**src/rtl/acia_pkg.sv**
```systemverilog
// Shared definitions for the ACIA bus sequencer: register addresses,
// status bit positions and the sequencer state encoding.
package acia_pkg;

    localparam logic [1:0] RS_DATA   = 2'b00;
    localparam logic [1:0] RS_STATUS = 2'b01;
    localparam logic [1:0] RS_CMD    = 2'b10;
    localparam logic [1:0] RS_CTRL   = 2'b11;

    localparam int ST_OVR  = 2;
    localparam int ST_RDRF = 3;
    localparam int ST_TDRE = 4;

    typedef enum logic [3:0] {
        S_INIT_RST,
        S_GAP1,
        S_INIT_CTRL,
        S_GAP2,
        S_INIT_CMD,
        S_IDLE,
        S_POLL,
        S_DECIDE,
        S_TX_WR,
        S_RX_RD,
        S_WAIT
    } state_t;

endpackage

```
**src/rtl/acia_rr_arb2.sv**
```systemverilog
// Two-way round-robin arbiter. The requester granted last loses a tie;
// out of reset B counts as last granted, so A wins the first tie.
module acia_rr_arb2 (
    input  logic       i_clk,
    input  logic       i_rst,
    input  logic [1:0] i_req,
    input  logic       i_take,
    output logic [1:0] o_gnt
);

    logic r_last_b;

    // Grant selection from live requests and the last-granted pointer
    always_comb begin
        o_gnt = i_req;
        if (i_req == 2'b11) begin
            o_gnt = r_last_b ? 2'b01 : 2'b10;
        end
    end

    // Pointer moves only when a grant is actually consumed
    always_ff @(posedge i_clk) begin
        if (i_rst) begin
            r_last_b <= 1'b1;
        end else if (i_take && (|o_gnt)) begin
            r_last_b <= o_gnt[1];
        end
    end

endmodule

```
**src/rtl/acia_bus_seq.sv**
```systemverilog
// ACIA (6551-style) CPU-bus sequencer: init writes, status polling,
// round-robin TX from two requesters, optional RX path.
// Optional receive path enabled by defining ACIA_SEQ_RX_EN.
//
// state       | meaning
// INIT_RST    | programmed reset write (status reg), held while in reset
// GAP1/GAP2   | bus separator cycles during init
// INIT_CTRL   | write CTRL_INIT to control reg
// INIT_CMD    | write CMD_INIT to command reg
// IDLE        | bus quiet, waiting for work
// POLL        | read status reg
// DECIDE      | act on sampled status and live TX valids
// TX_WR       | write granted byte to data reg, pulse its READY
// RX_RD       | read data reg into RX holding register
// WAIT        | back-off of POLL_GAP cycles after an empty poll
module acia_bus_seq
    import acia_pkg::*;
#(
    parameter logic [7:0] CTRL_INIT = 8'h1E,
    parameter logic [7:0] CMD_INIT  = 8'h0B,
    parameter int         POLL_GAP  = 4
) (
    input  logic       i_phi2,
    input  logic       i_reset,
    input  logic       i_txa_valid,
    input  logic [7:0] i_txa_data,
    output logic       o_txa_ready,
    input  logic       i_txb_valid,
    input  logic [7:0] i_txb_data,
    output logic       o_txb_ready,
`ifdef ACIA_SEQ_RX_EN
    output logic       o_rx_valid,
    output logic [7:0] o_rx_data,
    input  logic       i_rx_ready,
`endif
    output logic       o_rx_ovr,
    output logic       o_init_done,
    output logic       o_cs,
    output logic       o_rwn,
    output logic [1:0] o_rs,
    output logic [7:0] o_bus_wdata,
    input  logic [7:0] i_bus_rdata
);

    localparam int WCW = (POLL_GAP > 1) ? $clog2(POLL_GAP) : 1;

    state_t         r_state;
    state_t         w_state_next;
    logic           r_armed;
    logic           r_tdre;
    logic           r_gnt_b;
    logic [WCW-1:0] r_wait_cnt;
    logic           r_rx_ovr;
    logic           r_init_done;
    logic           w_cs;
    logic           w_rwn;
    logic [1:0]     w_rs;
    logic [7:0]     w_wdata;
    logic           w_tx_any;
    logic           w_rx_free;
    logic           w_rdrf;
    logic           w_rx_take;
    logic           w_tx_take;
    logic [1:0]     w_gnt;

`ifdef ACIA_SEQ_RX_EN
    logic           r_rdrf;
    logic           r_rx_valid;
    logic [7:0]     r_rx_data;
    assign w_rx_free = ~r_rx_valid;
    assign w_rdrf    = r_rdrf;
`else
    logic           w_unused_rdata;
    assign w_rx_free      = 1'b0;
    assign w_rdrf         = 1'b0;
    assign w_unused_rdata = ^{i_bus_rdata[7:5], i_bus_rdata[3], i_bus_rdata[1:0]};
`endif

    assign w_tx_any  = i_txa_valid | i_txb_valid;
    assign w_rx_take = w_rdrf & w_rx_free;
    assign w_tx_take = (r_state == S_DECIDE) & ~w_rx_take & r_tdre & w_tx_any;

    acia_rr_arb2 u_arb (
        .i_clk  (i_phi2),
        .i_rst  (i_reset),
        .i_req  ({i_txb_valid, i_txa_valid}),
        .i_take (w_tx_take),
        .o_gnt  (w_gnt)
    );

    // Next-state selection
    always_comb begin
        w_state_next = r_state;
        case (r_state)
            S_INIT_RST:  if (r_armed) w_state_next = S_GAP1;
            S_GAP1:      w_state_next = S_INIT_CTRL;
            S_INIT_CTRL: w_state_next = S_GAP2;
            S_GAP2:      w_state_next = S_INIT_CMD;
            S_INIT_CMD:  w_state_next = S_IDLE;
            S_IDLE:      if (w_tx_any || w_rx_free) w_state_next = S_POLL;
            S_POLL:      w_state_next = S_DECIDE;
            S_DECIDE: begin
                if (w_rx_take)      w_state_next = S_RX_RD;
                else if (w_tx_take) w_state_next = S_TX_WR;
                else                w_state_next = S_WAIT;
            end
            S_TX_WR:     w_state_next = S_IDLE;
            S_RX_RD:     w_state_next = S_IDLE;
            S_WAIT:      if (r_wait_cnt == '0) w_state_next = S_IDLE;
            default:     w_state_next = S_INIT_RST;
        endcase
    end

    // Bus drive decoded from the current state; INIT_RST only drives once armed
    always_comb begin
        w_cs    = 1'b1;
        w_rwn   = 1'b1;
        w_rs    = RS_DATA;
        w_wdata = 8'h00;
        case (r_state)
            S_INIT_RST: if (r_armed) begin
                w_cs  = 1'b0;
                w_rwn = 1'b0;
                w_rs  = RS_STATUS;
            end
            S_INIT_CTRL: begin
                w_cs    = 1'b0;
                w_rwn   = 1'b0;
                w_rs    = RS_CTRL;
                w_wdata = CTRL_INIT;
            end
            S_INIT_CMD: begin
                w_cs    = 1'b0;
                w_rwn   = 1'b0;
                w_rs    = RS_CMD;
                w_wdata = CMD_INIT;
            end
            S_POLL: begin
                w_cs = 1'b0;
                w_rs = RS_STATUS;
            end
            S_TX_WR: begin
                w_cs    = 1'b0;
                w_rwn   = 1'b0;
                w_wdata = r_gnt_b ? i_txb_data : i_txa_data;
            end
            S_RX_RD: w_cs = 1'b0;
            default: ;
        endcase
    end

    // Reset arriving mid-access drops CS and suppresses the READY pulse at once
    assign o_cs        = w_cs | i_reset;
    assign o_rwn       = w_rwn;
    assign o_rs        = w_rs;
    assign o_bus_wdata = w_wdata;
    assign o_txa_ready = (r_state == S_TX_WR) & ~r_gnt_b & ~i_reset;
    assign o_txb_ready = (r_state == S_TX_WR) &  r_gnt_b & ~i_reset;
    assign o_rx_ovr    = r_rx_ovr;
    assign o_init_done = r_init_done;

    // State, status sampling, back-off timer and sticky flags
    always_ff @(posedge i_phi2) begin
        if (i_reset) begin
            r_state     <= S_INIT_RST;
            r_armed     <= 1'b0;
            r_tdre      <= 1'b0;
            r_gnt_b     <= 1'b0;
            r_wait_cnt  <= '0;
            r_rx_ovr    <= 1'b0;
            r_init_done <= 1'b0;
        end else begin
            r_state <= w_state_next;
            r_armed <= 1'b1;
            if (r_state == S_POLL) begin
                r_tdre <= i_bus_rdata[ST_TDRE];
                if (i_bus_rdata[ST_OVR]) r_rx_ovr <= 1'b1;
            end
            if (r_state == S_DECIDE) begin
                r_gnt_b    <= w_gnt[1];
                r_wait_cnt <= WCW'(POLL_GAP - 1);
            end else if ((r_state == S_WAIT) && (r_wait_cnt != '0)) begin
                r_wait_cnt <= r_wait_cnt - 1'b1;
            end
            if (r_state == S_INIT_CMD) r_init_done <= 1'b1;
        end
    end

`ifdef ACIA_SEQ_RX_EN
    // Receive holding register: loaded from the data read, freed by handshake
    always_ff @(posedge i_phi2) begin
        if (i_reset) begin
            r_rdrf     <= 1'b0;
            r_rx_valid <= 1'b0;
            r_rx_data  <= 8'h00;
        end else begin
            if (r_state == S_POLL) r_rdrf <= i_bus_rdata[ST_RDRF];
            if (r_state == S_RX_RD) begin
                r_rx_data  <= i_bus_rdata;
                r_rx_valid <= 1'b1;
            end else if (r_rx_valid && i_rx_ready) begin
                r_rx_valid <= 1'b0;
            end
        end
    end

    assign o_rx_valid = r_rx_valid;
    assign o_rx_data  = r_rx_data;
`endif

endmodule

```
**config.mk**
```make
export PLATFORM = sky130hd
export DESIGN_NAME = acia_bus_seq
export DESIGN_NICKNAME = d
export VERILOG_FILES = /design/src/rtl/acia_pkg.sv /design/src/rtl/acia_rr_arb2.sv /design/src/rtl/acia_bus_seq.sv
export SDC_FILE = /design/constraint.sdc
export NUM_CORES = 1
export LEC_CHECK = 0
export CAP_MARGIN = 20
export CORE_MARGIN = 10
export CORE_UTILIZATION = 41
export DETAILED_ROUTE_END_ITERATION = 16
export GPL_TIMING_DRIVEN = 0
export PLACE_DENSITY_LB_ADDON = 0.05
export SETUP_SLACK_MARGIN = 0.2
export SYNTH_ARGS = -nofsm -noshare
export SYNTH_HDL_FRONTEND = slang
export SYNTH_SLANG_ARGS = --single-unit
```
**constraint.sdc**
```tcl
create_clock -name i_phi2 -period 5.3 [get_ports i_phi2]
set_clock_uncertainty 0.2 [all_clocks]
set_input_delay 1.59 -clock i_phi2 [delete_from_list [all_inputs] [get_ports i_phi2]]
set_output_delay 1.59 -clock i_phi2 [all_outputs]
set_load 0.03 [all_outputs]
```
==> summary.txt <==
Run status
  • Status: complete, no violations

Critical path
  • FF-to-FF Start: r_state[0]
  • Endpoint type of the worst setup path: primary output
  • Critical path startpoint: i_txa_data[0]
  • Worst setup SP type: primary input
  • WS Path Type: in -> out
  • Arrival time worst endpoint: 3160 ps
  • Worst EP required: 3510 ps
  • Worst Path Max Fanout: 1

Floorplan
  • I/O pin count: 44
  • FP Rows: 16
  • Core area: 1962 sq um
  • DIE HEIGHT: 65.22 um
  • Initial Utilization: 0.4273
  • Die area: 4253 sq um
  • Die W: 65.22 um

Clocking
  • CTS buffer count: 3
  • Clk buf depth: 2
  • Clock Latency Late Sink: 280 ps
  • Post-CTS Setup Bufs: 0
  • CTS tree: yes
  • Clock Sinks: 12
  • PostCTS Resize Cnt: 2
  • Clock slew at reported path FFs: 70 ps
  • CTS Hold Bufs: 0
  • H-Tree Depth: 1
  • Root buffer cell: clkbuf_4

Power and ir drop
  • P_int: 172.5 uW
  • Comb pwr share: 0.423
  • Power Dens Cells: 213.6 nW/um^2
  • Maximum VDD drop: 219.0 uV
  • Clock power frac: 0.214
  • P_sw: 97.17 uW
  • Sw Share: 0.3603
  • Sequential share of power: 0.363
  • Leakage: 0.4437 nW

Synthesis
  • Synth Area per Inst: 7.984 sq um
  • Synthesized cell area: 838.3 sq um
  • Synth area leader: dfxtp_1
  • Share of the synthesized area in the top cell type: 0.2866
  • Primary FF master, synth: dfxtp_1
  • EDFF count, synth: 0
  • Seq cells post-synth: 12
  • Synth top area cells: dfxtp_1, mux2i_1, nor2_1
  • Mapped Nets: 134
  • Distinct cells, synth: 37
  • Async set-reset flop share out of synthesis: 0
  • Yosys Warn Count: 0
  • Sequential-to-total area share from yosys stat: 0.2866
  • Mapped Cells: 105

Routing
  • Post-DRT Antenna Nets: 0
  • Drt pass-1 iters: 5
  • WL per Instance: 15.87 um
  • Detailed Route WL: 2.730 mm
  • DR iter-0 viols: 41
  • Number of remaining DRC errors: 0
  • Routed vias: 949
  • Vias per inst: 5.517

Layout
  • Core Util, Final: 0.6435
  • Filler instances: 189
  • Most frequent cells in the layout: clkdlybuf4s50_1, nor2_1, dfxtp_1
  • Layout net count: 176
  • Diode count: 0
  • Finished Cell Area: 1262 sq um
  • Share of layout cells above drive strength 1: 0.08276
  • Area growth syn-to-layout: 50.60%
  • Most common cell after layout, fill and taps aside: clkdlybuf4s50_1

Global routing
  • Largest net degree at the start of global routing: 11
  • GRT overflow: 0
  • Vias in the first global route: 994
  • Antenna violations before repair: 0
  • Tot GR Track Use: 0.1277
  • First-pass GRT wire length: 4.457 mm

STA
  • Final min period: 4945 ps
  • FMAX: 0.2022 GHz
  • Max-slew violations: 0
  • Total negative setup slack: 0 ps
  • Hold WS: 288.6 ps
  • Slew margin rel.: 0.5996
  • Final worst path period share: 0.9331
  • Worst slew pin tran: 600.7 ps
  • Final hold violations: 0
  • Final-report setup violation count: 0
  • Unrepaired setup endpoints after global routing: false

Placed design
  • Post-detail-place hpwl: 2.190 mm
  • Area after DPL: 1242 sq um
  • Routability cong.: 0.8521
  • PortBufs: 37

Min path
  • Hold Crit Class: reg -> reg
  • HP Start: o_init_done

Job
  • # Max-Cap Violations: 0
==> final cells by class <==
| cell class | count | area [sq um] | share of cell area |
|---|---|---|---|
| Timing Repair Buffer | 37 | 367.9 | 0.2914 |
| Tap cell | 27 | 33.78 | 0.02676 |
| Buffer | 8 | 38.79 | 0.03072 |
| Multi-Input combinational cell | 79 | 536.8 | 0.4252 |
| Inverter | 6 | 22.52 | 0.01784 |
| Clock buffer | 3 | 22.52 | 0.01784 |
| Sequential cell | 12 | 240.2 | 0.1903 |
==> power groups by stage <==
stage          Sequential [mW]  Clock (mW)  Combinational, mW
2_1_floorplan            0.101           0             0.0629
3_5_place_dp             0.100           0              0.114
4_1_cts                 0.0979      0.0584              0.114
3_3_place_gp            0.0999           0              0.112
6_report                0.0978      0.0578              0.114
5_1_grt                 0.0985      0.0611              0.123
==> synthesized netlist by cell type (all sizes together) (3+ instances only) <==
master and instances:
dfxtp 12, nor2 12, mux2i 8, inv 6, o21ai 6, a21oi 5, buf 5, nand2 5
nand2b 4, a31oi 3, clkbuf 3, nor3b 3
==> state kept, by name, indices dropped and copies added, names as in the netlist <==
register,cells
r_gnt_b,1
o_rx_ovr,1
u_arb.r_last_b,1
r_wait_cnt,2
r_state,4
o_init_done,1
r_armed,1
r_tdre,1
==> kinds of logic (layout without fill, tap and decap cells) <==
family                   after synthesis  in the layout  share of synthesized area
AO/OA/AOI/OAI                         29             29                     0.2463
buffers and inverters                 14             54                    0.07314
AND/OR/NAND/NOR                       41             41                     0.2836
multiplexers                           8              8                    0.09553
flip-flops                            12             12                     0.2866
adder cells (fa/ha/maj)                1              1                    0.01492
==> per-layer routing <==
metal / track usage / part of all wire
met5: 0 / 0
met2: 0.2146 / 0.48
met1: 0.1363 / 0.41
met4: 0.03476 / 0.012
met3: 0.06780 / 0.099
==> critical path, stage by stage <==
cell and delay (ps):
clkdlybuf4s50_1 470, mux2i_1 80, o21ai_0 130, nor3b_1 190, clkdlybuf4s50_1 700
==> through the flow <==
step                      total power [mW]  setup slack [ps]  instances
final                               0.2697             354.8        172
after global routing                0.2821             286.1        172
after CTS                           0.2707             331.9        172
after detailed placement            0.2138             113.6        169
after global placement              0.2116             115.5        169
after floorplan                     0.1637             974.5        105
==> worst paths after layout <==
| path | endpoint | slack (ps) | cells after the start |
|---|---|---|---|
| setup reg to reg | r_state[3] | 3660 | 4 |
| hold reg to reg | o_init_done | 290 | 2 |
| setup / recovery | o_bus_wdata[0] | 350 | 5 |
| hold / removal | o_init_done | 290 | 2 |
(Power assumes the default switching activity.)
